==> src/rtl/multicycle_ctrl_pkg.sv <==
// Shared types and encodings for the multi-cycle control sequencer.
// Used by multicycle_ctrl and instr_decoder.
package ctrl_pkg;

  typedef enum logic [2:0] {
    ADD = 3'b000,
    SUB = 3'b001,
    AND = 3'b010,
    OR  = 3'b011,
    SLT = 3'b101
  } alu_op_t;

  typedef enum logic [2:0] {
    FETCH,
    DECODE,
    EXECUTE,
    BRANCH,
    WRITEBACK,
    ILLEGAL
  } ctrl_state_t;

  localparam logic [6:0] OP_R = 7'b0110011;
  localparam logic [6:0] OP_I = 7'b0010011;
  localparam logic [6:0] OP_B = 7'b1100011;

  localparam logic [2:0] F3_BEQ    = 3'b000;
  localparam logic [2:0] F3_BNE    = 3'b001;
  localparam logic [2:0] F3_ADDSUB = 3'b000;
  localparam logic [2:0] F3_SLT    = 3'b010;
  localparam logic [2:0] F3_OR     = 3'b110;
  localparam logic [2:0] F3_AND    = 3'b111;

  localparam logic [6:0] F7_BASE = 7'b0000000;
  localparam logic [6:0] F7_SUB  = 7'b0100000;

  localparam logic [1:0] IMM_I = 2'b00;
  localparam logic [1:0] IMM_B = 2'b10;

endpackage

==> src/rtl/multicycle_ctrl_decoder.sv <==
// Combinational instruction classifier for the multi-cycle controller.
// Maps the latched IR to an ALU op plus class and legality flags.
module instr_decoder
  import ctrl_pkg::*;
(
  input  logic [31:0] ir,
  output alu_op_t     alu_op,
  output logic        is_r,
  output logic        is_i,
  output logic        is_branch,
  output logic        is_bne,
  output logic        is_illegal
);

  logic [6:0] opcode;
  logic [2:0] funct3;
  logic [6:0] funct7;
  logic       funct_ok;
  logic       unused_fields;

  assign opcode = ir[6:0];
  assign funct3 = ir[14:12];
  assign funct7 = ir[31:25];

  // Register specifiers and immediates are consumed by the datapath, not here.
  assign unused_fields = ^{ir[24:15], ir[11:7]};

  always_comb begin
    alu_op     = ADD;
    funct_ok   = 1'b0;
    is_r       = (opcode == OP_R);
    is_i       = (opcode == OP_I);
    is_branch  = (opcode == OP_B) && ((funct3 == F3_BEQ) || (funct3 == F3_BNE));
    is_bne     = is_branch && (funct3 == F3_BNE);
    is_illegal = 1'b1;

    if (is_r) begin
      case (funct3)
        F3_ADDSUB: begin
          if (funct7 == F7_BASE) begin
            alu_op   = ADD;
            funct_ok = 1'b1;
          end else if (funct7 == F7_SUB) begin
            alu_op   = SUB;
            funct_ok = 1'b1;
          end
        end
        F3_AND: begin
          alu_op   = AND;
          funct_ok = (funct7 == F7_BASE);
        end
        F3_OR: begin
          alu_op   = OR;
          funct_ok = (funct7 == F7_BASE);
        end
        F3_SLT: begin
          alu_op   = SLT;
          funct_ok = (funct7 == F7_BASE);
        end
        default: funct_ok = 1'b0;
      endcase
    end else if (is_i) begin
      funct_ok = 1'b1;
      case (funct3)
        F3_ADDSUB: alu_op = ADD;
        F3_AND:    alu_op = AND;
        F3_OR:     alu_op = OR;
        F3_SLT:    alu_op = SLT;
        default:   funct_ok = 1'b0;
      endcase
    end

    is_illegal = !(((is_r || is_i) && funct_ok) || is_branch);
  end

endmodule

==> src/rtl/multicycle_ctrl.sv <==
// Multi-cycle control sequencer for the Lab-4 RISC-V ALU datapath.
// Define MULTICYCLE_CTRL_RETIRE_CNT_EN to add the retire_cnt output.
module multicycle_ctrl
  import ctrl_pkg::*;
#(
  parameter int INSTR_WIDTH = 32,
  parameter int CNT_WIDTH   = 32
) (
  input  logic                   clk,
  input  logic                   rst,
  input  logic [INSTR_WIDTH-1:0] instr,
  input  logic                   instr_valid,
  output logic                   instr_ready,
  input  logic                   EQ,
  output logic [2:0]             ALUctrl,
  output logic                   ALUsrc,
  output logic [1:0]             ImmSrc,
  output logic                   RegWrite,
  output logic                   PCsrc,
  output logic                   PCen,
  output logic                   illegal
`ifdef MULTICYCLE_CTRL_RETIRE_CNT_EN
  ,
  output logic [CNT_WIDTH-1:0]   retire_cnt
`endif
);

  if (INSTR_WIDTH != 32 || CNT_WIDTH < 1) begin : g_bad_param
    $error("multicycle_ctrl: INSTR_WIDTH must be 32 and CNT_WIDTH at least 1");
  end

  ctrl_state_t            state_q, state_d;
  logic [INSTR_WIDTH-1:0] ir_q, ir_d;
  logic                   illegal_q, illegal_d;

  alu_op_t dec_alu_op;
  logic    dec_is_r, dec_is_i, dec_is_branch, dec_is_bne, dec_is_illegal;

  instr_decoder u_decoder (
    .ir         (ir_q),
    .alu_op     (dec_alu_op),
    .is_r       (dec_is_r),
    .is_i       (dec_is_i),
    .is_branch  (dec_is_branch),
    .is_bne     (dec_is_bne),
    .is_illegal (dec_is_illegal)
  );

  always_comb begin
    state_d   = state_q;
    ir_d      = ir_q;
    illegal_d = illegal_q;
    case (state_q)
      FETCH: begin
        if (instr_valid) begin
          ir_d    = instr;
          state_d = DECODE;
        end
      end
      DECODE: begin
        if (dec_is_illegal) begin
          state_d   = ILLEGAL;
          illegal_d = 1'b1;
        end else if (dec_is_branch) begin
          state_d = BRANCH;
        end else if (dec_is_r || dec_is_i) begin
          state_d = EXECUTE;
        end else begin
          state_d   = ILLEGAL;
          illegal_d = 1'b1;
        end
      end
      EXECUTE:   state_d = WRITEBACK;
      WRITEBACK: state_d = FETCH;
      BRANCH:    state_d = FETCH;
      ILLEGAL:   state_d = ILLEGAL;
      default:   state_d = FETCH;
    endcase
  end

  always_ff @(posedge clk) begin
    if (rst) begin
      state_q   <= FETCH;
      ir_q      <= '0;
      illegal_q <= 1'b0;
    end else begin
      state_q   <= state_d;
      ir_q      <= ir_d;
      illegal_q <= illegal_d;
    end
  end

  // Moore outputs; rst forces everything low so a reset edge never commits a write.
  always_comb begin
    instr_ready = 1'b0;
    ALUctrl     = ADD;
    ALUsrc      = 1'b0;
    ImmSrc      = IMM_I;
    RegWrite    = 1'b0;
    PCsrc       = 1'b0;
    PCen        = 1'b0;
    illegal     = 1'b0;
    if (!rst) begin
      illegal = illegal_q;
      case (state_q)
        FETCH: instr_ready = 1'b1;
        EXECUTE: begin
          ALUctrl = dec_alu_op;
          ALUsrc  = dec_is_i;
        end
        WRITEBACK: begin
          ALUctrl  = dec_alu_op;
          ALUsrc   = dec_is_i;
          RegWrite = 1'b1;
          PCen     = 1'b1;
        end
        BRANCH: begin
          ALUctrl = SUB;
          ImmSrc  = IMM_B;
          PCen    = 1'b1;
          PCsrc   = dec_is_bne ? ~EQ : EQ;
        end
        ILLEGAL: illegal = 1'b1;
        default: instr_ready = 1'b0;
      endcase
    end
  end

`ifdef MULTICYCLE_CTRL_RETIRE_CNT_EN
  logic [CNT_WIDTH-1:0] retire_cnt_q;

  always_ff @(posedge clk) begin
    if (rst) begin
      retire_cnt_q <= '0;
    end else if (PCen) begin
      retire_cnt_q <= retire_cnt_q + CNT_WIDTH'(1);
    end
  end

  assign retire_cnt = retire_cnt_q;
`endif

endmodule

==> config.mk <==
export PLATFORM = sky130hd
export DESIGN_NAME = multicycle_ctrl
export DESIGN_NICKNAME = d
export VERILOG_FILES = /design/src/rtl/multicycle_ctrl_pkg.sv /design/src/rtl/multicycle_ctrl_decoder.sv /design/src/rtl/multicycle_ctrl.sv
export SDC_FILE = /design/constraint.sdc
export NUM_CORES = 1
export LEC_CHECK = 0
export BUFFER_PORTS_ARGS = -buffer_cell sky130_fd_sc_hd__buf_2
export CAP_MARGIN = 10
export CORE_ASPECT_RATIO = 1.1
export CORE_MARGIN = 5
export CORE_UTILIZATION = 48
export CTS_BUF_LIST = sky130_fd_sc_hd__clkbuf_4
export CTS_CLUSTER_SIZE = 28
export DETAILED_ROUTE_END_ITERATION = 10
export HOLD_SLACK_MARGIN = 0.03
export PLACE_DENSITY = 0.81
export SYNTH_ARGS = -nofsm -noshare
export SYNTH_HDL_FRONTEND = slang
export SYNTH_SLANG_ARGS = --single-unit
==> constraint.sdc <==
create_clock -name clk -period 1.9 [get_ports clk]
set_input_delay 0.38 -clock clk [delete_from_list [all_inputs] [get_ports clk]]
set_output_delay 0.38 -clock clk [all_outputs]
set_load 0.05 [all_outputs]
**Word-level counts from Yosys, hierarchy flattened**

Cells that the tools add are included.

- Flip-flop bits (word level): 36
- Bits of input ports: 36

- Multiplexer cells: 37
- Reductions and logical operators: 15
- Bitwise operators: 1
- Equality and inequality tests: 16

Operators by type and width:

| kind | count |
|---|---|
| 3-bit 2-to-1 mux | 8 |
| 3-bit one-hot mux with 4 select lines | 2 |
| 1-bit 2-to-1 mux | 22 |
| 7-bit by 6-bit equality test with 1-bit output (second input constant) | 2 |
| 3-bit equality test (second input constant) | 4 |
| 3-bit by 2-bit equality test with 1-bit output (second input constant) | 3 |
| 3-bit one-hot mux with 3 select lines | 1 |
| 7-bit by 5-bit equality test with 1-bit output (second input constant) | 1 |
| 7-bit equality test (second input constant) | 1 |
| 7-bit zero test | 1 |
| 3-bit by 1-bit equality test with 1-bit output (second input constant) | 2 |
| 3-bit zero test | 2 |
| 2-bit inequality test (second input constant) | 3 |
| 3-bit one-hot mux with 2 select lines | 1 |
| 2-bit 2-to-1 mux | 2 |
| 2-bit OR reduction | 2 |
| 4-bit OR reduction | 1 |
| 1-bit logical AND | 3 |
| 1-bit logical OR | 3 |
| 3-bit AND reduction | 1 |
| 3-bit OR reduction | 1 |
| 1-bit one-hot mux with 2 select lines | 1 |
| 2-bit AND reduction | 1 |
| 1-bit NOT | 1 |

**Longest topological paths before layout**

- Depth after elaboration: 9
- Mapped depth: 7

**Hierarchy**

A second synthesis with hierarchy kept.

- Cells, all modules: 201
- Area, all modules: 1596.5 µm²

Modules (own cells, without submodules):

| module | cells an instance | area an instance (µm²) | sequential area each (µm²) | times used |
|---|---|---|---|---|
| multicycle_ctrl | 180 | 1456.4 | 720.7 | 1 |
| instr_decoder | 21 | 140.1 | 0.0 | 1 |

**Least setup slack after synthesis**

OpenSTA, ideal clock, no wires.

- Path kind: reg2out
- Start point: register ir_q[31]
- End point: output ALUctrl[0]
- Buffers on the path: 0
- Path slack: -654 ps
- Arrival time: 2174 ps
- Required time: 1520 ps
- Stages on the path, launching flop included: 5
- Cell sequence: dfxtp_1 > nor4_1 > and4_2 > a31oi_1 > o31ai_1

- Longest elaborated chain between the ends: 7
- Elaborated cells on any way between the ends: 8
- Those cells by class: eq/ne (1); mux (6); reduce/logical (1)

RTL lines:

| item | RTL line | text |
|---|---|---|
| start, declared | multicycle_ctrl.sv:33 | `logic [INSTR_WIDTH-1:0] ir_q, ir_d;` |
| start signal, assigned | multicycle_ctrl.sv:88 | `ir_q <= ir_d;` |
| 7-bit by 6-bit equality test with 1-bit output | multicycle_ctrl_decoder.sv:43 | `end else if (funct7 == F7_SUB) begin` |
| 1-bit 2-to-1 mux | multicycle_ctrl_decoder.sv:43 |  |
| 3-bit 2-to-1 mux (*) | multicycle_ctrl_decoder.sv:40 | `if (funct7 == F7_BASE) begin` |
| 3-bit one-hot mux with 4 select lines (*) | multicycle_ctrl_decoder.sv:38 | `case (funct3)` |
| 3-bit 2-to-1 mux (*) | multicycle_ctrl_decoder.sv:37 | `if (is_r) begin` |
| 3-bit one-hot mux with 2 select lines (*) | multicycle_ctrl.sv:105 | `case (state_q)` |
| 3-bit 2-to-1 mux (*) | multicycle_ctrl.sv:103 | `if (!rst) begin` |
| end, declared | multicycle_ctrl.sv:15 | `output logic [2:0] ALUctrl,` |

Every way passes the cells marked *; elsewhere a longest branch is shown, timed or not.

**Worst setup path after layout**

- Start point: register ir_q[2]
- End point: output PCsrc

- Longest elaborated chain between the ends: 6

RTL lines:

| item | RTL line | text |
|---|---|---|
| 7-bit equality test | multicycle_ctrl_decoder.sv:33 | `is_branch = (opcode == OP_B) && ((funct3 == F3_BEQ) \|\| (funct3 == F3_BNE));` |
| 1-bit logical AND | multicycle_ctrl_decoder.sv:33 |  |
| 1-bit logical AND | multicycle_ctrl_decoder.sv:34 | `is_bne = is_branch && (funct3 == F3_BNE);` |
| 1-bit 2-to-1 mux | multicycle_ctrl.sv:121 | `PCsrc = dec_is_bne ? ~EQ : EQ;` |
| 1-bit 2-to-1 mux | multicycle_ctrl.sv:105 |  |
| 1-bit 2-to-1 mux | multicycle_ctrl.sv:103 |  |
| end, declared | multicycle_ctrl.sv:19 | `output logic PCsrc,` |

No other way between the ends.

==> results.json <==
{
  "status": "finished, violations left",
  "violations": "setup timing",
  "cts-root-buf": "clkbuf_4",
  "hold_violations": 0,
  "rsz0062_at_grt": "yes",
  "worst_slew_pin_slew_ps": 543,
  "routed-wl-met2_um": 1370,
  "arrival_ps": 1840,
  "drcViolationCount": 0,
  "dr.pass1.iters": 4,
  "ys_types": 34,
  "period_share": 1.17,
  "synth_edf_count": 0,
  "via_per_inst": 5.15,
  "wirelength_um": 2670,
  "syn_nets": 174,
  "fin_area_um2": 1490,
  "hp-class": "in2reg",
  "ir_drop_v": 0.000558,
  "endpoint_kind": "output port",
  "syn-cell-area_um2": 1060,
  "final-seq-area_um2": 427,
  "clock_path_buffers": 2,
  "critPathLaunchType": "register",
  "drv_slew": 0,
  "synthCells": 138,
  "drt_iter0_drc": 24,
  "cts_made_buffers": 3,
  "slowest_stage": "or4_4",
  "cts_tree": "built",
  "final_nets": 218,
  "clk-insertion-delay-late_ps": 300,
  "pin_count": 47,
  "grt_overflow": 0,
  "async_reset_ff_frac": 0,
  "wl_met3_um": 143,
  "nFillCells": 174,
  "initial_core_util": 0.512,
  "final.min_clock_period_ps": 2220,
  "antennaDiodeCount": 0,
  "wl_met1_um": 1120,
  "yosysWarnings": 0,
  "finalSetupViolCount": 5,
  "fp.dieH_um": 59.2,
  "leakage_nw": 0.655,
  "powerDensity_nw_per_um2": 607,
  "final.setup_skew_ps": 4.78,
  "place_area_um2": 1330,
  "max_stage_delay_ps": 440,
  "grt_use_total": 0.185,
  "synth_seq_area_share": 0.398,
  "core-area_um2": 2060,
  "cp_max_fo": 2,
  "syn_to_final_growth_pct": 41.0,
  "vias": 1077,
  "required_ps": 1520,
  "final_layout_size_suffix_gt1_frac": 0.425,
  "relSlewSlack": 0.638,
  "dpl.hpwl_um": 1980,
  "place_inst": 202,
  "ys_seq_elements": 21,
  "num_rows": 17,
  "grt_pass1_vias": 1058,
  "die_w_um": 54.7,
  "grt_max_degree": 18,
  "max_freq_ghz": 0.451,
  "port_buffers": 30,
  "grt_pass1_wl_um": 4390,
  "avgSynthCellArea_um2": 7.65,
  "multi_input_area_um2": 616,
  "crit_type": "reg2out",
  "cts.sink_count": 21,
  "synth_ff_type": "dfxtp_1",
  "htreeDepth": 1,
  "dieArea_um2": 3240,
  "utilization": 0.722,
  "postRouteAntennaNets": 0,
  "gp_congestion": 0.907,
  "antenna_found_initial": 0,
  "top_layer": "met4",
  "cp_cell_sequence": "and4bb_2 > nand4b_4 > or4_4 > a21oi_4 > buf_8",
  "wl_per_cell_um": 12.8,
  "drv_cap": 0,
  "whs_ps": 295,
  "clk_pin_slew_worst_paths_ps": 120,
  "layout.cells.non_filler": 209,
  "final.setup.worst_slack_ps": -317
}
-- cells in the final DEF (no fill, tap or decap), types with 2 or more instances in the layout --
cell and count:
nor2_4 2, buf_6 8, a21oi_1 20, a31oi_1 3
buf_4 16, nor4_2 2, inv_1 6, buf_2 22
dfxtp_1 16, clkbuf_4 4, buf_8 2, or2_4 2
dfxtp_2 5, o31ai_1 2, nor2_1 5, nand2_1 36
o22ai_1 2, nor2_2 2, nor2b_1 2
-- registers in the layout, summed over array words and instances, names as in the netlist --
signal and count:
illegal_q 1, ir_q 17, state_q 3
-- routing by layer --
metal | up-vias | GRT usage
met5 | - | 0
met4 | 0 | 0.0996
met3 | 4 | 0.0353
met2 | 27 | 0.316
met1 | 496 | 0.210
li1 | 550 | -
-- timing repair --
item,in CTS,in global routing
resized for setup,23,13
hold buffers,0,0
buffers inserted,2,1
endpoints found under the setup margin,8,6
pin swaps,4,3
-- path summary, 6_finish.rpt --
kind | start | to | slack, ps | cells after the start
setup reg to reg | state_q[2]$_SDFFE_PP0P_ | ir_q[27]$_SDFFE_PP0P_ | 350 | 5
hold reg to reg | ir_q[1]$_SDFFE_PP0P_ | ir_q[1]$_SDFFE_PP0P_ | 460 | 2
setup / recovery | ir_q[2]$_SDFFE_PP0P_ | PCsrc | -320 | 5
hold / removal | instr[1] | ir_q[1]$_SDFFE_PP0P_ | 300 | 3
-- cell families (layout without fill, tap and decap cells) --
group / count (synthesis) / count (layout) / share of synthesized area
buffers and inverters: 17 / 60 / 0.0948
DFF: 21 / 21 / 0.398
and+or+nand+nor: 66 / 66 / 0.316
xor gates and xnor gates: 1 / 1 / 0.00830
other: 1 / 1 / 0.00355
AOI/OAI and AO/OA: 32 / 32 / 0.179
-- through the flow --
| stage | total power [W] | setup TNS, ps | setup WS (ps) |
|---|---|---|---|
| floorplan | 0.000620 | -319 | -231 |
| global placement | 0.000675 | -159 | -88.3 |
| detailed placement | 0.000684 | -274 | -112 |
| CTS | 0.000903 | -1250 | -323 |
| global route | 0.000954 | -1590 | -379 |
| finish | 0.000904 | -1190 | -317 |
-- worst max-delay path: cells and delay by family (launching register included) --
family / cells / cell delay, ps
simple gates: 3 / 890
flops: 1 / 340
buf+inv: 1 / 160
compound gates: 1 / 150
-- layout make-up --
| type | instances | area share |
|---|---|---|
| well taps | 28 | 0.0235 |
| multi-input cells | 100 | 0.413 |
| clock inverters | 1 | 0.00336 |
| inverters | 7 | 0.0176 |
| repair buffers | 49 | 0.240 |
| clock buffers | 3 | 0.0151 |
| flip-flops and latches | 21 | 0.287 |
-- report_power, final --
| group | switching, W | internal, W | total [W] |
|---|---|---|---|
| Sequential | 0.0000205 | 0.000469 | 0.000490 |
| Clock | 0.000137 | 0.0000786 | 0.000216 |
| Combinational | 0.000114 | 0.0000847 | 0.000199 |
-- cells in the mapped netlist, types with 2 or more instances --
library cell / instances / area, um2
buf_6: 3 / 33.8
dfxtp_1: 21 / 420
a31oi_1: 3 / 18.8
nor4_1: 3 / 18.8
nor2_1: 9 / 33.8
o22ai_1: 2 / 12.5
nor2b_1: 3 / 18.8
or2_2: 2 / 12.5
buf_4: 3 / 22.5
a21oi_1: 21 / 105
o31ai_1: 3 / 22.5
clkbuf_1: 2 / 7.51
nand2_1: 36 / 135
inv_1: 7 / 26.3
Power figures use the tool's default switching activity.
